$ cat config.mk
export PLATFORM = sky130hd
export DESIGN_NAME = multicycle_control
export DESIGN_NICKNAME = d
export VERILOG_FILES = /design/src/rtl/multicycle_control.sv
export SDC_FILE = /design/constraint.sdc
export NUM_CORES = 1
export LEC_CHECK = 0
export CAP_MARGIN = 20
export CORE_MARGIN = 1.5
export CORE_UTILIZATION = 39
export CTS_CLUSTER_DIAMETER = 60
export DETAILED_ROUTE_END_ITERATION = 16
export MAX_ROUTING_LAYER = met4
export PLACE_DENSITY = 0.84
export SYNTH_ARGS = -nofsm -noshare
export SYNTH_HDL_FRONTEND = slang
export SYNTH_SLANG_ARGS = --single-unit
$ cat constraint.sdc
create_clock -name clk -period 4.85 [get_ports clk]
set_input_delay 0.97 -clock clk [delete_from_list [all_inputs] [get_ports clk]]
set_output_delay 0.97 -clock clk [all_outputs]
set_load 0.005 [all_outputs]
$ cat src/rtl/multicycle_control.sv
//------------------------------------------------------------------------------
// Module      : multicycle_control
// Description : Moore control FSM for the multi-cycle datapath, including the
//               ALU operation decode.
// Revision    : 1.0 - initial release
//------------------------------------------------------------------------------
`default_nettype none

module multicycle_control (
  input  logic       clk,
  input  logic       reset,
  input  logic [5:0] opcode,
  input  logic [5:0] funct,
  input  logic       zero,
  output logic       pc_en,
  output logic       iord,
  output logic       mem_read,
  output logic       mem_write,
  output logic       ir_write,
  output logic       reg_dst,
  output logic       mem_to_reg,
  output logic       reg_write,
  output logic       alu_src_a,
  output logic [1:0] alu_src_b,
  output logic [2:0] alu_control,
  output logic [1:0] pc_src,
  output logic       illegal,
  output logic [3:0] state
);

  typedef enum logic [3:0] {
    S_FETCH  = 4'd0,
    S_DECODE = 4'd1,
    S_MEMADR = 4'd2,
    S_MEMRD  = 4'd3,
    S_MEMWB  = 4'd4,
    S_MEMWR  = 4'd5,
    S_EXEC   = 4'd6,
    S_ALUWB  = 4'd7,
    S_BRANCH = 4'd8,
    S_ADDIEX = 4'd9,
    S_ADDIWB = 4'd10,
    S_JUMP   = 4'd11
  } state_t;

  localparam logic [5:0] c_op_rtype = 6'b000000;
  localparam logic [5:0] c_op_lw    = 6'b100011;
  localparam logic [5:0] c_op_sw    = 6'b101011;
  localparam logic [5:0] c_op_beq   = 6'b000100;
  localparam logic [5:0] c_op_addi  = 6'b001000;
  localparam logic [5:0] c_op_j     = 6'b000010;

  localparam logic [5:0] c_fn_add   = 6'b100000;
  localparam logic [5:0] c_fn_sub   = 6'b100010;
  localparam logic [5:0] c_fn_and   = 6'b100100;
  localparam logic [5:0] c_fn_or    = 6'b100101;
  localparam logic [5:0] c_fn_slt   = 6'b101010;

  localparam logic [2:0] c_alu_or   = 3'b000;
  localparam logic [2:0] c_alu_and  = 3'b001;
  localparam logic [2:0] c_alu_add  = 3'b010;
  localparam logic [2:0] c_alu_sub  = 3'b110;
  localparam logic [2:0] c_alu_slt  = 3'b111;

  state_t     r_state;
  state_t     w_dec_state;
  logic [2:0] w_funct_alu;
  logic       w_funct_ok;
  logic       w_pc_write;
  logic       w_branch;

  assign state = r_state;

  always_comb begin
    w_funct_alu = c_alu_add;
    w_funct_ok  = 1'b1;
    case (funct)
      c_fn_add: w_funct_alu = c_alu_add;
      c_fn_sub: w_funct_alu = c_alu_sub;
      c_fn_and: w_funct_alu = c_alu_and;
      c_fn_or:  w_funct_alu = c_alu_or;
      c_fn_slt: w_funct_alu = c_alu_slt;
      default:  w_funct_ok  = 1'b0;
    endcase
  end

  always_ff @(posedge clk) begin
    if (reset) begin
      r_state <= S_FETCH;
    end else begin
      case (r_state)
        S_FETCH:  r_state <= S_DECODE;
        S_DECODE: begin
          case (opcode)
            c_op_lw, c_op_sw: r_state <= S_MEMADR;
            c_op_rtype:       r_state <= S_EXEC;
            c_op_beq:         r_state <= S_BRANCH;
            c_op_addi:        r_state <= S_ADDIEX;
            c_op_j:           r_state <= S_JUMP;
            default:          r_state <= S_FETCH;
          endcase
        end
        S_MEMADR: begin
          if (opcode == c_op_lw)      r_state <= S_MEMRD;
          else if (opcode == c_op_sw) r_state <= S_MEMWR;
          else                        r_state <= S_FETCH;
        end
        S_MEMRD:  r_state <= S_MEMWB;
        S_EXEC:   r_state <= S_ALUWB;
        S_ADDIEX: r_state <= S_ADDIWB;
        default:  r_state <= S_FETCH;
      endcase
    end
  end

  // While reset is held the decode shows FETCH, with all write-type strobes masked.
  always_comb begin
    w_dec_state = reset ? S_FETCH : r_state;
    iord        = 1'b0;
    mem_read    = 1'b0;
    mem_write   = 1'b0;
    ir_write    = 1'b0;
    reg_dst     = 1'b0;
    mem_to_reg  = 1'b0;
    reg_write   = 1'b0;
    alu_src_a   = 1'b0;
    alu_src_b   = 2'b00;
    alu_control = c_alu_add;
    pc_src      = 2'b00;
    illegal     = 1'b0;
    w_pc_write  = 1'b0;
    w_branch    = 1'b0;
    case (w_dec_state)
      S_FETCH: begin
        mem_read   = 1'b1;
        ir_write   = 1'b1;
        alu_src_b  = 2'b01;
        w_pc_write = 1'b1;
      end
      S_DECODE: begin
        alu_src_b = 2'b11;
        case (opcode)
          c_op_lw, c_op_sw, c_op_rtype, c_op_beq, c_op_addi, c_op_j: illegal = 1'b0;
          default: illegal = 1'b1;
        endcase
      end
      S_MEMADR, S_ADDIEX: begin
        alu_src_a = 1'b1;
        alu_src_b = 2'b10;
      end
      S_MEMRD: begin
        mem_read = 1'b1;
        iord     = 1'b1;
      end
      S_MEMWB: begin
        reg_write  = 1'b1;
        mem_to_reg = 1'b1;
      end
      S_MEMWR: begin
        mem_write = 1'b1;
        iord      = 1'b1;
      end
      S_EXEC: begin
        alu_src_a   = 1'b1;
        alu_control = w_funct_alu;
      end
      S_ALUWB: begin
        reg_dst   = 1'b1;
        reg_write = w_funct_ok;
        illegal   = ~w_funct_ok;
      end
      S_BRANCH: begin
        alu_src_a   = 1'b1;
        alu_control = c_alu_sub;
        pc_src      = 2'b01;
        w_branch    = 1'b1;
      end
      S_ADDIWB: reg_write = 1'b1;
      S_JUMP: begin
        pc_src     = 2'b10;
        w_pc_write = 1'b1;
      end
      default: ;
    endcase
    if (reset) begin
      ir_write  = 1'b0;
      mem_write = 1'b0;
      reg_write = 1'b0;
      illegal   = 1'b0;
    end
  end

  assign pc_en = ~reset & (w_pc_write | (w_branch & zero));

endmodule

`default_nettype wire

=== Yosys cells after proc, flatten, opt, wreduce, memory -nomap -nowiden ===
Index checks and enable logic that the tools add are counted.

* Register bits after elaboration: 4
* Output and inout port bits: 21

* Mux-type cells: 26
* Bitwise logic cells: 5
* Equality and inequality tests: 26
* Reduce and logical (&&, ||, !) cells: 12

{| class="wikitable"
|+ Operators with widths
! kind !! count
|-
| $eq A6 B6 Y1 const B || 7
|-
| $pmux W4 S6 || 1
|-
| $eq A4 B3 Y1 const B || 5
|-
| $eq A4 B4 Y1 const B || 5
|-
| $pmux W4 S5 || 1
|-
| $eq A4 B2 Y1 const B || 4
|-
| $mux W1 || 15
|-
| $pmux W3 S4 || 1
|-
| $reduce_or A2 Y1 || 6
|-
| $eq A4 B1 Y1 const B || 2
|-
| $logic_not A4 Y1 || 2
|-
| $eq A6 B2 Y1 const B || 1
|-
| $eq A6 B3 Y1 const B || 1
|-
| $eq A6 B4 Y1 const B || 1
|-
| $logic_not A6 Y1 || 1
|-
| $mux W3 || 2
|-
| $pmux W2 S3 || 1
|-
| $pmux W3 S2 || 1
|-
| $reduce_or A6 Y1 || 1
|-
| $reduce_or A5 Y1 || 1
|-
| $mux W4 || 1
|-
| $pmux W1 S2 || 2
|-
| $pmux W2 S2 || 1
|-
| $reduce_or A4 Y1 || 1
|-
| other kinds (3) || 5
|}

=== Depth between registers and ports, before layout ===
Gate-level depths: netlist of the first run.

* Word-level depth: 6
* Gate-level depth with buffers: 6
* Gate-level depth less buffers: 4

=== Worst setup path before layout of the first run ===
OpenSTA, ideal clock, no wires.

* Kind: input port to output port
* Start: input port opcode[0]
* End: output port illegal
* Data required time: 3.880 ns
* Arrival time: 1.928 ns
* Path slack: 1.952 ns
* Cell stages on the path: 4
* Cells stage by stage: or3_1 -> or4_1 -> nand4_1 -> o31ai_1

* Longest elaborated chain between the ends: 5

{| class="wikitable"
|+ Ends and longest elaborated chain
! what !! line !! RTL
|-
| from (decl) || 12 || <nowiki>input logic [5:0] opcode,</nowiki>
|-
| $eq A6 B6 Y1 (tied with other cells) || 142 || <nowiki>case (opcode)</nowiki>
|-
| $reduce_or A6 Y1 (*) || 142 ||
|-
| $mux W1 (*) || 142 ||
|-
| $pmux W1 S2 (*) || 133 || <nowiki>case (w_dec_state)</nowiki>
|-
| $mux W1 (*) || 185 || <nowiki>if (reset) begin</nowiki>
|-
| to (decl) || 27 || <nowiki>output logic illegal,</nowiki>
|}

Mark *: on every way between the ends. The rest lies on a longest branch, timed or not.

=== Worst setup path in the final report of the first run ===
* Start: input port reset
* End: output port alu_control[0]

* Longest elaborated chain between the ends: 3

{| class="wikitable"
|+ Ends and longest elaborated chain
! what !! line !! RTL
|-
| from (decl) || 11 || <nowiki>input logic reset,</nowiki>
|-
| $mux W4 (*) || 118 || <nowiki>w_dec_state = reset ? S_FETCH : r_state;</nowiki>
|-
| $eq A4 B4 Y1 or $eq A4 B3 Y1 (tied branches) || 133 ||
|-
| $pmux W3 S2 (*) || 133 ||
|-
| to (decl) || 25 || <nowiki>output logic [2:0] alu_control,</nowiki>
|}

Marks and branches as above.

==> impl_metrics.yaml, run 1 <==
die:
  rows: 13
  die_area_sq_um: 1730
  die_h_um: 41.6
  start_util_pct: 43.1
  core_area_sq_um: 1350
  die_w_um: 41.6
  io-pin-count: 36
yosys:
  synth_compound_area_share_pct: 27.3
  synth_cell_types: 32
  netlist_top_cells_area: "dfxtp_1 14%, nor3_1 6.0%, nor2_1 5.8%"
  synth_fa_ha_area_share_pct: 0
  synth_nets: 105
  synth_top_area_cell: "dfxtp_1"
  yosysTopAreaCellShare_pct: 13.8
  postSynthAreaPerCell_sq_um: 6.46
  synth_area_sq_um: 582
  seq_area_frac_synth_pct: 13.8
  synthMuxAreaShare_pct: 1.94
  synth_top_family_by_area: "simple AND/OR/NAND/NOR gates"
  synth-xor-area-share_pct: 6.02
  yosys.area_share.simple_pct: 44.3
  ys_ff_latch: 4
  syn_inst: 90
  synth_warnings: 0
timing:
  rsz0062_at_grt: "false"
  slew_violations: 0
  max_clock_freq_mhz: 251
  maxSlewHeadroom_pct: 60.2
  fin_skew_ps: 6.72
  finalSetupTns_ps: 0
  whs_ps: 733
  layout_min_cycle_time_ps: 3990
  final-hold-violation-count: 0
  worstMarginPinSlew_ps: 597
  min_period_over_period_pct: 82.2
  setup_viol: 0
place:
  io_buffers: 35
  dp_hpwl_um: 1430
  gp_congestion: 0.883
drt:
  detail_route.iter0.violations: 21
  drcViolationCount: 0
  vias: 796
  routed_wl_um: 1800
  viasPerCell: 5.85
  drt_pass1_iterations: 4
  wl_met2_um: 891
  antenna_left: 0
  met3_length_um: 96
  route.top_layer_used: "met3"
  wl_met1_um: 810
  wl_per_cell_um: 13.2
global_routing:
  grt_overflow: 0
  grt_pass1_vias: 689
  antenna_found_initial: 0
  track_usage_pct: 21.8
  grt_pass1_wl_um: 3010
  grt_max_degree: 21
worst_setup_path:
  worstPathRequired_ps: 3880
  crit_fanout: 15
  crit_path_top_delay_cell: "clkdlybuf4s50_1"
  r2r_setup_slack_ps: 3200
  path_class: "input pin to output pin"
  worstPathArrival_ps: 3020
  path_cells: "clkdlybuf4s50_1 -> nand2b_1 -> nor3_1 -> nor3b_1 -> clkdlybuf4s50_1"
  crit_top_cell: "clkdlybuf4s50_1"
  critical_path.top_delay_family: "buffers and inverters"
  path_buf_inv: 2
  crit_path_start_kind: "input pin"
  end_kind: "output pin"
  crit_path_max_incr_delay_ps: 620
min_path:
  hp-class: "flop to flop"
clock_network:
  cts_tree: "built"
  clk_path_buf_depth: 2
  cts.sinks: 4
  insertion_delay_ps: 240
  cts_root_buffer: "clkbuf_4"
  numCtsBuffers: 3
  cts_hold_buf: 0
  cts-resized-gates: 0
  clk_pin_slew_ps: 40
  post_cts_buffers: 0
  cts.htree.levels: 1
pwr:
  vdd_drop_max_mv: 0.127
  power.density_nw_per_um2: 130
  p_leak_nw: 0.319
cells_and_area:
  drive_above_1_share_pct: 7.44
  fillers: 118
  fin_nets: 138
  largest_register_ffs: 4
  area_delta_synth_final_pct: 62.6
  layout_common_cells: "35 x clkdlybuf4s50_1, 9 x nor2_1, 7 x nor3_1"
  layout_commonest_cell: "clkdlybuf4s50_1"
  diodes: 0
run:
  cap_viol_max_count: 0
run_status:
  status: "finished, final reports clean"
-- power breakdown --
part	leakage, nW	internal [W]	switching, W
Sequential	0.0326	0.0000341	0.00000327
Combinational	0.272	0.0000256	0.0000188
Clock	0.0138	0.0000276	0.0000135
Total	0.319	0.0000873	0.0000356
-- worst register-to-register path: stages (launching register included) --
cell	delay [ps]
dfxtp_1	690
nand2_1	190
or4_1	500
a31oi_1	190
-- kinds of logic after synthesis --
group                  Yosys count
AND/OR/NAND/NOR                 48
AO/OA/AOI/OAI                   23
buffers and inverters           10
XOR/XNOR                         4
flip-flops                       4
multiplexers                     1
-- cells in the mapped netlist --
cell,count
nor3_1,7
dfxtp_1,4
a2111oi_0,1
nor2_1,9
o211ai_1,1
o31ai_1,1
o21ai_0,3
nor3b_1,2
or2_2,2
nand3_1,4
or3_1,2
o21bai_1,1
a21o_1,2
a31oi_1,3
a21oi_1,4
nand2_1,5
mux2_2,1
xor2_1,2
nand4_1,3
inv_1,3
nor4_1,3
a211oi_1,2
clkbuf_1,6
buf_2,1
a21oi_2,1
a22oi_1,1
nand2b_1,4
xnor2_1,2
or4_1,3
nor2b_1,4
o32a_1,1
a31o_2,2
-- layout make-up --
cell class	count	area, sq um	area share (%)
clock buffers	3	22.5	2.38
inverters	3	11.3	1.19
multi-input cells	76	463	48.9
flip-flops and latches	4	80.1	8.47
well taps	15	18.8	1.98
repair buffers	35	350	37.0
-- path summary, 6_finish.rpt --
path / to / start / cells after the start
worst max-delay path: alu_control[0] / reset / 5
worst min-delay path: state[0]$_SDFF_PP0_ / state[1]$_SDFF_PP0_ / 1
worst max register to register: state[1]$_SDFF_PP0_ / state[1]$_SDFF_PP0_ / 3
worst min register to register: state[0]$_SDFF_PP0_ / state[1]$_SDFF_PP0_ / 1
-- per-layer routing --
layer	vias up	track usage, %
li1	402	-
met1	366	27.6
met2	28	33.8
met3	0	5.22
met4	0	7.74
met5	-	-
-- metrics by stage --
step / cell area [sq um] / instances / util (%) / setup WS (ps) / total power (W)
2_1_floorplan: 582 / 90 / - / 1950 / 0.0000561
3_3_place_gp: 923 / 133 / 68.4 / 927 / 0.0000811
3_5_place_dp: 923 / 133 / 68.4 / 894 / 0.0000821
4_1_cts: 946 / 136 / 70.1 / 893 / 0.000124
5_1_grt: 946 / 136 / 70.1 / 695 / 0.000131
6_report: 946 / 136 / 70.1 / 863 / 0.000123
(Power assumes the default switching activity.)
==> run 2, diff against run 1 <==
--- a/config.mk
+++ b/config.mk
@@ -7,11 +7,11 @@
 export LEC_CHECK = 0
 export CAP_MARGIN = 20
 export CORE_MARGIN = 1.5
-export CORE_UTILIZATION = 39
+export CORE_UTILIZATION = 32
 export CTS_CLUSTER_DIAMETER = 60
 export DETAILED_ROUTE_END_ITERATION = 16
 export MAX_ROUTING_LAYER = met4
-export PLACE_DENSITY = 0.84
+export PLACE_DENSITY = 0.74
 export SYNTH_ARGS = -nofsm -noshare
 export SYNTH_HDL_FRONTEND = slang
 export SYNTH_SLANG_ARGS = --single-unit
==> constraint.sdc (replaced) <==
create_clock -name clk -period 3.4 [get_ports clk]
set_input_delay 0.68 -clock clk [delete_from_list [all_inputs] [get_ports clk]]
set_output_delay 0.68 -clock clk [all_outputs]
set_load 0.005 [all_outputs]
==> run 2 against run 1 <==
  * First-iteration DRC count decreased by 52%
  * Sequential share of layout area decreased by 0.24 points
  * Clock power increased by 42%
  * Global-route usage decreased by 3.8 points
  * Worst hold slack got worse by 9.3 ps
  * Worst setup slack got worse by 770 ps
  * Die area increased by 20%
  * Critical path type unchanged
  * Highest routed layer unchanged
==> impl_metrics.yaml, run 2 (synthesized netlist as in run 1, its figures left out) <==
clock_network:
  numCtsBuffers: 3
  clk_path_buf_depth: 2
  cts_tree: "built"
  cts.sinks: 4
  cts-resized-gates: 0
  cts_hold_buf: 0
  cts.htree.levels: 1
  clk_pin_slew_ps: 40
  cts_root_buffer: "clkbuf_4"
  insertion_delay_ps: 230
  post_cts_buffers: 0
cells_and_area:
  largest_register_ffs: 4
  area_delta_synth_final_pct: 67.3
  final_cells: 148
  drive_above_1_share_pct: 8.94
  layout_commonest_cell: "clkdlybuf4s50_1"
  layout_common_cells: "35 x clkdlybuf4s50_1, 9 x nor2_1, 7 x nor3_1"
  diodes: 0
  fin_nets: 140
  multi_input_area_sq_um: 463
  fillers: 160
  regArea_sq_um: 80.1
global_routing:
  antenna_found_initial: 0
  grt_overflow: 0
  grt_max_degree: 21
  grt_pass1_wl_um: 2680
  track_usage_pct: 18.0
  grt_pass1_vias: 638
die:
  io-pin-count: 36
  die_area_sq_um: 2080
  die_h_um: 45.6
  start_util_pct: 34.1
  core_area_sq_um: 1710
  die_w_um: 45.6
  rows: 15
drt:
  viasPerCell: 5.30
  routed_wl_um: 1760
  drcViolationCount: 0
  wl_met1_um: 865
  wl_per_cell_um: 11.9
  detail_route.iter0.violations: 10
  met3_length_um: 86
  drt_pass1_iterations: 4
  wl_met2_um: 805
  route.top_layer_used: "met3"
  vias: 785
  antenna_left: 0
pwr:
  p_comb_share_pct: 36.8
  vdd_drop_max_mv: 0.134
  p_sw_w: 0.0000504
  power.internal_w: 0.000126
  power.density_nw_per_um2: 181
  swShare_pct: 28.6
  p_leak_nw: 0.328
  clkPwrFrac_pct: 33.0
  seq_power_share_pct: 30.2
min_path:
  hp-class: "flop to flop"
place:
  io_buffers: 35
  dp_hpwl_um: 1360
  gp_congestion: 0.812
  place_inst: 145
  dp_slack_ps: 110
timing:
  maxSlewHeadroom_pct: 58.9
  fin_skew_ps: 2.49
  slew_violations: 0
  layout_min_cycle_time_ps: 3310
  final-hold-violation-count: 0
  rsz0062_at_grt: "false"
  finalSetupTns_ps: 0
  min_period_over_period_pct: 97.3
  setup_slack_ps: 92.4
  worstMarginPinSlew_ps: 615
  max_clock_freq_mhz: 302
  setup_viol: 0
worst_setup_path:
  path_class: "input pin to output pin"
  worstPathRequired_ps: 2720
  crit_fanout: 4
  crit_path_start_kind: "input pin"
  worstPathArrival_ps: 2630
  end_kind: "output pin"
run:
  cap_viol_max_count: 0
run_status:
  status: "finished, final reports clean"
-- run 2: cell types whose count changed in the layout (fill, tap and decap cells not counted) --
cell and delta:
buf_4 +2
-- run 2: critical path, cell delays in order --
cell and delay, ps:
clkdlybuf4s50_1 450, or3_1 390, or4_1 450, nand4_1 120
o31ai_1 80, clkdlybuf4s50_1 450
-- run 2: power groups by stage --
| stage | sequential, W | clock (W) | combinational, W |
|---|---|---|---|
| floorplan | 0.0000503 | 0 | 0.0000297 |
| global placement | 0.0000542 | 0 | 0.0000639 |
| detailed placement | 0.0000540 | 0 | 0.0000647 |
| CTS | 0.0000533 | 0.0000598 | 0.0000650 |
| global route | 0.0000537 | 0.0000660 | 0.0000710 |
| finish | 0.0000533 | 0.0000583 | 0.0000648 |
-- run 2: final cells by class --
class                      count  share of cell area (%)
clock buffer                   3                    2.31
sequential                     4                    8.23
multi-input combinational     76                    47.6
timing repair buffer          37                    37.5
tap                           25                    3.21
inverter                       3                    1.16
-- run 2: path summary, 6_finish.rpt --
path                       start                   to  slack (ps)  cells after the start
max                    opcode[0]              illegal          90                      6
min          state[3]$_SDFF_PP0_  state[3]$_SDFF_PP0_         720                      2
max reg2reg  state[1]$_SDFF_PP0_  state[1]$_SDFF_PP0_        1770                      3
min reg2reg  state[3]$_SDFF_PP0_  state[3]$_SDFF_PP0_         720                      2
-- run 2: per-layer routing --
layer,global-route usage [%],vias up
met4,5.29,0
li1,-,405
met5,-,-
met3,4.76,0
met1,23.7,350
met2,26.8,30
-- run 2: stage by stage --
stage	utilization, %	hold slack [ps]	instance area, sq um	total power (W)
detailed placement	55.7	706	951	0.000119
floorplan	-	643	582	0.0000800
finish	57.0	724	973	0.000176
global placement	55.7	710	951	0.000118
CTS	57.0	711	973	0.000178
global route	57.0	776	973	0.000191
==> run 3, diff against run 2 <==
--- a/config.mk
+++ b/config.mk
@@ -6,12 +6,12 @@
 export NUM_CORES = 1
 export LEC_CHECK = 0
 export CAP_MARGIN = 20
-export CORE_MARGIN = 1.5
-export CORE_UTILIZATION = 32
-export CTS_CLUSTER_DIAMETER = 60
+export CORE_MARGIN = 5
+export CORE_UTILIZATION = 39
+export CTS_CLUSTER_DIAMETER = 50
 export DETAILED_ROUTE_END_ITERATION = 16
 export MAX_ROUTING_LAYER = met4
-export PLACE_DENSITY = 0.74
+export PLACE_DENSITY = 0.84
 export SYNTH_ARGS = -nofsm -noshare
 export SYNTH_HDL_FRONTEND = slang
 export SYNTH_SLANG_ARGS = --single-unit
==> constraint.sdc (replaced) <==
create_clock -name clk -period 3.9 [get_ports clk]
set_input_delay 0.78 -clock clk [delete_from_list [all_inputs] [get_ports clk]]
set_output_delay 0.78 -clock clk [all_outputs]
set_load 0.005 [all_outputs]
==> run 3 against run 2 <==
  * Highest routed layer is now met4
  * Clock skew down 1.8 ps
  * Sequential power down 13%
  * Via count up 3.3%
==> impl_metrics.yaml, run 3 (synthesized netlist as in run 1, its figures left out) <==
pwr:
  swShare_pct: 29.4
  clkPwrFrac_pct: 33.7
  power.internal_w: 0.000109
  power.density_nw_per_um2: 162
  p_comb_share_pct: 36.2
  p_sw_w: 0.0000454
  p_leak_nw: 0.323
  seq_power_share_pct: 30.1
  vdd_drop_max_mv: 0.120
worst_setup_path:
  end_kind: "output pin"
  r2r_setup_slack_ps: 2260
  path_class: "input pin to output pin"
  r2r_end: "state[1]$_SDFF_PP0_"
  critical_path.startpoint: "opcode[3]"
  crit_path_max_incr_delay_ps: 520
  crit_top_cell: "clkdlybuf4s50_1"
  critical_path.top_delay_family: "buffers and inverters"
  path_buf_inv: 2
  crit_path_top_delay_cell: "clkdlybuf4s50_1"
  crit_fanout: 6
  r2r-start: "state[1]$_SDFF_PP0_"
  crit_cells: 6
  crit_path_start_kind: "input pin"
  r2r_cells: 3
  path_cells: "clkdlybuf4s50_1 -> or3_1 -> or4_1 -> nand4_1 -> o31ai_1 -> clkdlybuf4s50_1"
  worstSetupEndpoint: "illegal"
  worstPathRequired_ps: 3120
  worstPathArrival_ps: 2800
die:
  die_area_sq_um: 2360
  start_util_pct: 40.0
  rows: 14
  die_h_um: 48.6
  io-pin-count: 36
  core_area_sq_um: 1450
  die_w_um: 48.6
cells_and_area:
  layout_commonest_cell: "clkdlybuf4s50_1"
  final_cells: 138
  post-route-util_pct: 65.7
  fin_nets: 139
  area_delta_synth_final_pct: 64.1
  drive_above_1_share_pct: 8.20
  largest_register_ffs: 4
  diodes: 0
  layout_common_cells: "35 x clkdlybuf4s50_1, 9 x nor2_1, 7 x nor3_1"
  fillers: 131
timing:
  layout_min_cycle_time_ps: 3580
  finalSetupTns_ps: 0
  final-hold-violation-count: 0
  min_period_over_period_pct: 91.7
  maxSlewHeadroom_pct: 57.7
  whs_ps: 748
  rsz0062_at_grt: "false"
  worstMarginPinSlew_ps: 633
  setup_viol: 0
  max_clock_freq_mhz: 280
  fin_skew_ps: 0.674
  slew_violations: 0
clock_network:
  cts_root_buffer: "clkbuf_4"
  insertion_delay_ps: 240
  clk_pin_slew_ps: 40
  cts.htree.levels: 1
  cts-resized-gates: 0
  clk_path_buf_depth: 2
  cts_tree: "built"
  post_cts_buffers: 0
  cts.sinks: 4
  numCtsBuffers: 3
  cts_hold_buf: 0
drt:
  detail_route.iter0.violations: 33
  vias: 811
  routed_wl_um: 1880
  antenna_left: 0
  wl_per_cell_um: 13.6
  drt_pass1_iterations: 4
  viasPerCell: 5.88
  drcViolationCount: 0
run:
  cap_viol_max_count: 0
place:
  dp_hpwl_um: 1440
  gp_congestion: 0.866
  place_inst: 135
  io_buffers: 35
global_routing:
  track_usage_pct: 15.6
  antenna_found_initial: 0
  grt_overflow: 0
  grt_pass1_wl_um: 3000
  grt_pass1_vias: 707
  grt_max_degree: 21
run_status:
  status: "finished, final reports clean"
min_path:
  hp-class: "flop to flop"
## run 3: power groups by stage
stage	Sequential, W	Clock, W	Combinational [W]
after global routing	0.0000469	0.0000562	0.0000609
after global placement	0.0000470	0	0.0000550
final	0.0000465	0.0000521	0.0000561
after detailed placement	0.0000471	0	0.0000556
after CTS	0.0000464	0.0000532	0.0000559
after floorplan	0.0000438	0	0.0000259
## run 3: cell type report
cell class	count	area, sq um	share of cell area [%]
multi-input cells	76	463	48.5
clock buffers	3	22.5	2.36
inverters	3	11.3	1.18
well taps	16	20.0	2.10
flip-flops and latches	4	80.1	8.39
repair buffers	36	358	37.5
## run 3: per-stage QoR
| stage | setup slack, ps | instance area (sq um) | power [W] |
|---|---|---|---|
| final | 324 | 955 | 0.000155 |
| after CTS | 328 | 955 | 0.000156 |
| after floorplan | 1380 | 582 | 0.0000698 |
| after detailed placement | 336 | 932 | 0.000103 |
| after global routing | 256 | 955 | 0.000164 |
| after global placement | 396 | 932 | 0.000102 |
## run 3: worst min-delay path, delay by kind of cell (launching register included)
kind,cells,cell delay [ps]
flip-flops,1,420
AO/OA/AOI/OAI,2,280
## run 3: how the worst min path moves through the flow
stage                   startpoint             endpoint  slack (ps)  cells after the start
3_5_place_dp   state[1]$_SDFF_PP0_  state[0]$_SDFF_PP0_         730                      1
2_1_floorplan  state[0]$_SDFF_PP0_  state[3]$_SDFF_PP0_         640                      3
3_3_place_gp   state[3]$_SDFF_PP0_  state[3]$_SDFF_PP0_         710                      2
5_1_grt        state[1]$_SDFF_PP0_  state[0]$_SDFF_PP0_         780                      1
4_1_cts        state[1]$_SDFF_PP0_  state[0]$_SDFF_PP0_         740                      1
6_report       state[2]$_SDFF_PP0_  state[0]$_SDFF_PP0_         750                      2
## run 3: routing by layer
metal	up-vias	track usage, %	routed length [um]
li1	407	-	-
met1	366	19.2	830
met2	35	25.0	935
met3	3	2.45	98
met4	0	6.73	18
met5	-	-	0
